--- config.mk ---
export PLATFORM = sky130hd
export DESIGN_NAME = data_mem_controller
export DESIGN_NICKNAME = d
export VERILOG_FILES = /design/src/rtl/data_mem_controller.sv
export SDC_FILE = /design/constraint.sdc
export NUM_CORES = 1
export LEC_CHECK = 0
export BUFFER_PORTS_ARGS = -buffer_cell sky130_fd_sc_hd__clkbuf_2
export CORE_AREA = 2 2 126 128
export CTS_CLUSTER_DIAMETER = 200
export CTS_CLUSTER_SIZE = 25
export DETAILED_ROUTE_END_ITERATION = 7
export DIE_AREA = 0 0 128 130
export PLACE_DENSITY = 0.87
export SLEW_MARGIN = 40
export SYNTH_ARGS = -nofsm -noshare
export SYNTH_HDL_FRONTEND = slang
export SYNTH_SLANG_ARGS = --single-unit
--- constraint.sdc ---
create_clock -name clk -period 10.6 [get_ports clk]
set_input_delay 3.18 -clock clk [delete_from_list [all_inputs] [get_ports clk]]
set_output_delay 3.18 -clock clk [all_outputs]
set_load 0.05 [all_outputs]
--- src/rtl/data_mem_controller.sv ---
// data_mem_controller: round-robin arbiter sharing one data-memory port among NUM_CONSUMERS LSUs.
// Define DATA_MEM_CTRL_STATS_EN to add saturating read/write completion counters.
module data_mem_controller #(
    parameter int NUM_CONSUMERS = 8,
    parameter int ADDR_BITS = 8,
    parameter int DATA_BITS = 8
) (
    input  logic clk,
    input  logic reset,
    input  logic [NUM_CONSUMERS-1:0] consumer_read_valid,
    input  logic [NUM_CONSUMERS-1:0][ADDR_BITS-1:0] consumer_read_address,
    output logic [NUM_CONSUMERS-1:0] consumer_read_ready,
    output logic [NUM_CONSUMERS-1:0][DATA_BITS-1:0] consumer_read_data,
    input  logic [NUM_CONSUMERS-1:0] consumer_write_valid,
    input  logic [NUM_CONSUMERS-1:0][ADDR_BITS-1:0] consumer_write_address,
    input  logic [NUM_CONSUMERS-1:0][DATA_BITS-1:0] consumer_write_data,
    output logic [NUM_CONSUMERS-1:0] consumer_write_ready,
    output logic mem_read_valid,
    output logic [ADDR_BITS-1:0] mem_read_address,
    input  logic mem_read_ready,
    input  logic [DATA_BITS-1:0] mem_read_data,
    output logic mem_write_valid,
    output logic [ADDR_BITS-1:0] mem_write_address,
    output logic [DATA_BITS-1:0] mem_write_data,
    input  logic mem_write_ready
`ifdef DATA_MEM_CTRL_STATS_EN
    ,
    output logic [15:0] stat_reads,
    output logic [15:0] stat_writes
`endif
);
    localparam int IDX_BITS = $clog2(NUM_CONSUMERS);
    typedef enum logic [1:0] {IDLE, READ_WAIT, WRITE_WAIT, RELAY} state_t;
    state_t state;
    logic [IDX_BITS-1:0] rr_ptr, idx, pick, cand;
    logic found, pick_read;
    // First requester at or after rr_ptr wins; read beats write for the same requester.
    always_comb begin
        found = 1'b0;
        pick = '0;
        pick_read = 1'b0;
        cand = '0;
        for (int k = 0; k < NUM_CONSUMERS; k++) begin
            cand = IDX_BITS'((int'(rr_ptr) + k) % NUM_CONSUMERS);
            if (!found && (consumer_read_valid[cand] || consumer_write_valid[cand])) begin
                found = 1'b1;
                pick = cand;
                pick_read = consumer_read_valid[cand];
            end
        end
    end
    always_ff @(posedge clk) begin
        if (!reset) begin
            state <= IDLE;
            rr_ptr <= '0;
            idx <= '0;
            consumer_read_ready <= '0;
            consumer_read_data <= '0;
            consumer_write_ready <= '0;
            mem_read_valid <= 1'b0;
            mem_read_address <= '0;
            mem_write_valid <= 1'b0;
            mem_write_address <= '0;
            mem_write_data <= '0;
`ifdef DATA_MEM_CTRL_STATS_EN
            stat_reads <= '0;
            stat_writes <= '0;
`endif
        end else begin
            unique case (state)
                IDLE: if (found) begin
                    idx <= pick;
                    if (pick_read) begin
                        mem_read_valid <= 1'b1;
                        mem_read_address <= consumer_read_address[pick];
                        state <= READ_WAIT;
                    end else begin
                        mem_write_valid <= 1'b1;
                        mem_write_address <= consumer_write_address[pick];
                        mem_write_data <= consumer_write_data[pick];
                        state <= WRITE_WAIT;
                    end
                end
                READ_WAIT: if (mem_read_ready) begin
                    consumer_read_data[idx] <= mem_read_data;
                    consumer_read_ready[idx] <= 1'b1;
                    mem_read_valid <= 1'b0;
                    state <= RELAY;
`ifdef DATA_MEM_CTRL_STATS_EN
                    if (stat_reads != 16'hFFFF) stat_reads <= stat_reads + 16'd1;
`endif
                end
                WRITE_WAIT: if (mem_write_ready) begin
                    consumer_write_ready[idx] <= 1'b1;
                    mem_write_valid <= 1'b0;
                    state <= RELAY;
`ifdef DATA_MEM_CTRL_STATS_EN
                    if (stat_writes != 16'hFFFF) stat_writes <= stat_writes + 16'd1;
`endif
                end
                RELAY: if (consumer_read_ready[idx] ? !consumer_read_valid[idx] : !consumer_write_valid[idx]) begin
                    consumer_read_ready[idx] <= 1'b0;
                    consumer_write_ready[idx] <= 1'b0;
                    rr_ptr <= (idx == IDX_BITS'(NUM_CONSUMERS - 1)) ? '0 : idx + 1'b1;
                    state <= IDLE;
                end
                default: state <= IDLE;
            endcase
        end
    end
endmodule

==> impl_metrics.json <==
{
  "syn_area_um2": 8000,
  "seq_area_frac_synth": 0.285,
  "die_h_um": 130,
  "rsz0062_at_grt": "false",
  "ioPinCount": 326,
  "whs_path_depth": 2,
  "grt_max_degree": 89,
  "clk_latency_ns": 0.42,
  "status": "completed",
  "synth_top_area_frac": 0.285,
  "dp_cells": 1310,
  "synth-main-ff-cell": "dfxtp_1",
  "die_w_um": 128,
  "ys_seq_elements": 114,
  "wl_per_cell_um": 21.6,
  "rows": 46,
  "fin_crit_ns": 6.39,
  "cts.reportedPaths.clkPinSlew_ns": 0.06,
  "cts_tree": "yes",
  "ys_top_cells_by_count": "171 x mux2i_1, 117 x nor2_1, 114 x dfxtp_1, 55 x nand2_1",
  "layout-drive-gt1-share": 0.387,
  "core_um2": 15400,
  "max-vdd-ir-drop_mv": 0.201,
  "grt_pass1_vias": 7789,
  "slew_viol_final": 0,
  "reg2reg_from": "rr_ptr[0]$_SDFFE_PN0P_",
  "grt_usage": 0.333,
  "clockPowerShare": 0.309,
  "die_area_um2": 16600,
  "portBuffers": 325,
  "synthesis.nets": 1086,
  "gp_congestion": 0.980,
  "via_per_inst": 6.17,
  "fmax_ghz": 0.156,
  "fillers": 1176,
  "slew_headroom": 0.443,
  "cellLeakagePower_nw": 4.46,
  "power.share.combinational": 0.407,
  "grt_pass1_wl_um": 43200,
  "syn2layout_area_growth_pct": 26.8,
  "via_count": 8289,
  "initial_utilization": 0.519,
  "post-cts-setup-buffers": 0,
  "htreeDepth": 4,
  "synthTopCellsByArea": "dfxtp_1 29%, mux2i_1 21%, mux4_2 5.9%, nor2_1 5.5%, a211oi_1 2.8%",
  "hp-class": "reg2reg",
  "reg2reg_depth": 12,
  "async_flop_share": 0,
  "finalWirelength_um": 29100,
  "nets": 1365,
  "powerDensity_nw_per_um2": 181,
  "switching_share": 0.413,
  "ys_warn_count": 0,
  "synth_top_area_cell": "dfxtp_1",
  "crit_path_max_fanout": 48,
  "critPathArrivalTime_ns": 6.68,
  "power_switching_w": 0.000759,
  "worstPathRequired_ns": 10.89,
  "yosysMostFrequentCell": "mux2i_1",
  "setup_tns_ns": 0,
  "crit_end": "mem_write_data[6]$_SDFFE_PN0P_",
  "setup_viol": 0,
  "hold_viol_final": 0,
  "rr_endpoint": "mem_write_data[6]$_SDFFE_PN0P_",
  "ctsResizeCount": 0,
  "fin_hold_ws_ns": 0.477,
  "post-route-drc-count": 0,
  "final_antenna_net_count": 0,
  "period_share": 0.603,
  "antenna_found_initial": 1,
  "drtIter0Drc": 649,
  "skew_ns": 0.0198,
  "crit_path_start": "consumer_read_valid[4]",
  "root_buffer": "clkbuf_16",
  "syn_area_per_cell_um2": 9.33,
  "critical_path_class": "in2reg",
  "syn_inst": 858,
  "p_int_w": 0.00108,
  "drtPass1Iterations": 6,
  "cts_sinks": 114,
  "cts_buffers": 17,
  "final_cells": 1344,
  "endpoint_kind": "flop",
  "hold_buffers": 0,
  "clk_path_buf_depth": 2,
  "dp.final_hpwl_um": 21100,
  "synth-edff-count": 0,
  "cap_viol_max_count": 0,
  "p_seq_frac": 0.284,
  "synth.distinct_cells": 75,
  "gr-total-overflow": 0,
  "worstMarginPinSlew_ns": 0.835,
  "r2r_slack_ns": 5.65,
  "critPathLaunchType": "input pin"
}
==> power by group through the flow <==
stage / registers [W] / logic (W) / clock network, W
4_1_cts: 0.000522 / 0.000739 / 0.000573
6_report: 0.000523 / 0.000747 / 0.000568
5_1_grt: 0.000528 / 0.000791 / 0.000592
3_5_place_dp: 0.000529 / 0.000732 / 0
2_1_floorplan: 0.000651 / 0.000433 / 0
3_3_place_gp: 0.000528 / 0.000711 / 0
==> stage by stage <==
step                instance area (µm²)  total power (W)   util  setup slack, ns
finish                            10200          0.00184  0.658             4.21
global route                      10100          0.00191  0.658             4.05
CTS                               10100          0.00183  0.657             4.25
detailed placement                 9550          0.00126  0.619             3.81
global placement                   9470          0.00124  0.614             3.69
floorplan                          8000          0.00108      -             4.62
==> critical path: stages <==
cell	delay, ns
clkbuf_2	0.18
or2_2	0.34
mux4_2	0.56
mux2i_4	0.29
o211ai_1	0.17
a31oi_2	0.55
a21o_4	0.67
mux2i_1	0.27
mux2i_1	0.10
a221o_1	0.36
==> routing by layer <==
layer  track usage  routed length (µm)  up-vias  part of all wire
met1         0.400               11100     3899              0.38
met3         0.119                3140       90              0.11
met5             0                  10        -           0.00034
met4         0.136                1090        2             0.037
li1              -                   -     3773                 -
met2         0.547               13800      525              0.47
==> how the worst min path moves through the flow <==
| stage | startpoint | end | slack (ns) |
|---|---|---|---|
| after detailed placement | mem_write_data[0]$_SDFFE_PN0P_ | mem_write_data[0]$_SDFFE_PN0P_ | 0.46 |
| after global routing | mem_write_data[0]$_SDFFE_PN0P_ | mem_write_data[0]$_SDFFE_PN0P_ | 0.50 |
| after floorplan | state[0]$_SDFFE_PN0P_ | state[0]$_SDFFE_PN0P_ | 0.48 |
| after global placement | mem_write_data[2]$_SDFFE_PN0P_ | mem_write_data[2]$_SDFFE_PN0P_ | 0.46 |
| final | mem_write_data[1]$_SDFFE_PN0P_ | mem_write_data[1]$_SDFFE_PN0P_ | 0.48 |
| after CTS | mem_write_data[0]$_SDFFE_PN0P_ | mem_write_data[0]$_SDFFE_PN0P_ | 0.48 |
==> placed cells by master, fill, tap and decap left out, drive strengths merged, types with 9 or more instances in the layout <==
| cell type | Yosys | final |
|---|---|---|
| a311oi | 17 | 17 |
| buf | 41 | 9 |
| nand2 | 56 | 56 |
| mux4 | 21 | 21 |
| a211oi | 30 | 30 |
| o211ai | 17 | 17 |
| a221o | 9 | 9 |
| mux2i | 173 | 173 |
| nor2 | 117 | 117 |
| inv | 25 | 32 |
| clkbuf | 33 | 343 |
| a21oi | 24 | 24 |
| mux2 | 21 | 21 |
| dfxtp | 114 | 114 |
| o22a | 15 | 15 |
| nor3 | 11 | 11 |
| o21ai | 9 | 9 |
==> cell type report <==
type / instances / area [µm²] / share of cell area
Sequential cell: 114 / 2280 / 0.225
Tap cell: 192 / 240 / 0.0237
Clock inverter: 14 / 145 / 0.0143
Inverter: 25 / 96.3 / 0.00949
Antenna cell: 2 / 5.00 / 0.000493
Timing Repair Buffer: 334 / 1730 / 0.170
Clock buffer: 18 / 439 / 0.0433
Multi-Input combinational cell: 645 / 5220 / 0.514
==> logic make-up (layout without fill, tap and decap cells) <==
logic type / after synthesis / count (layout) / share of synthesized area
buffers and inverters: 99 / 391 / 0.0689
AO/OA/AOI/OAI: 162 / 162 / 0.167
flip-flops: 114 / 114 / 0.285
adder cells (fa/ha/maj): 8 / 8 / 0.0125
XOR/XNOR: 5 / 5 / 0.00641
AND/OR/NAND/NOR: 255 / 255 / 0.153
other: 0 / 2 / 0
multiplexers: 215 / 215 / 0.307
No activity file was read; power rests on OpenSTA's default activity.
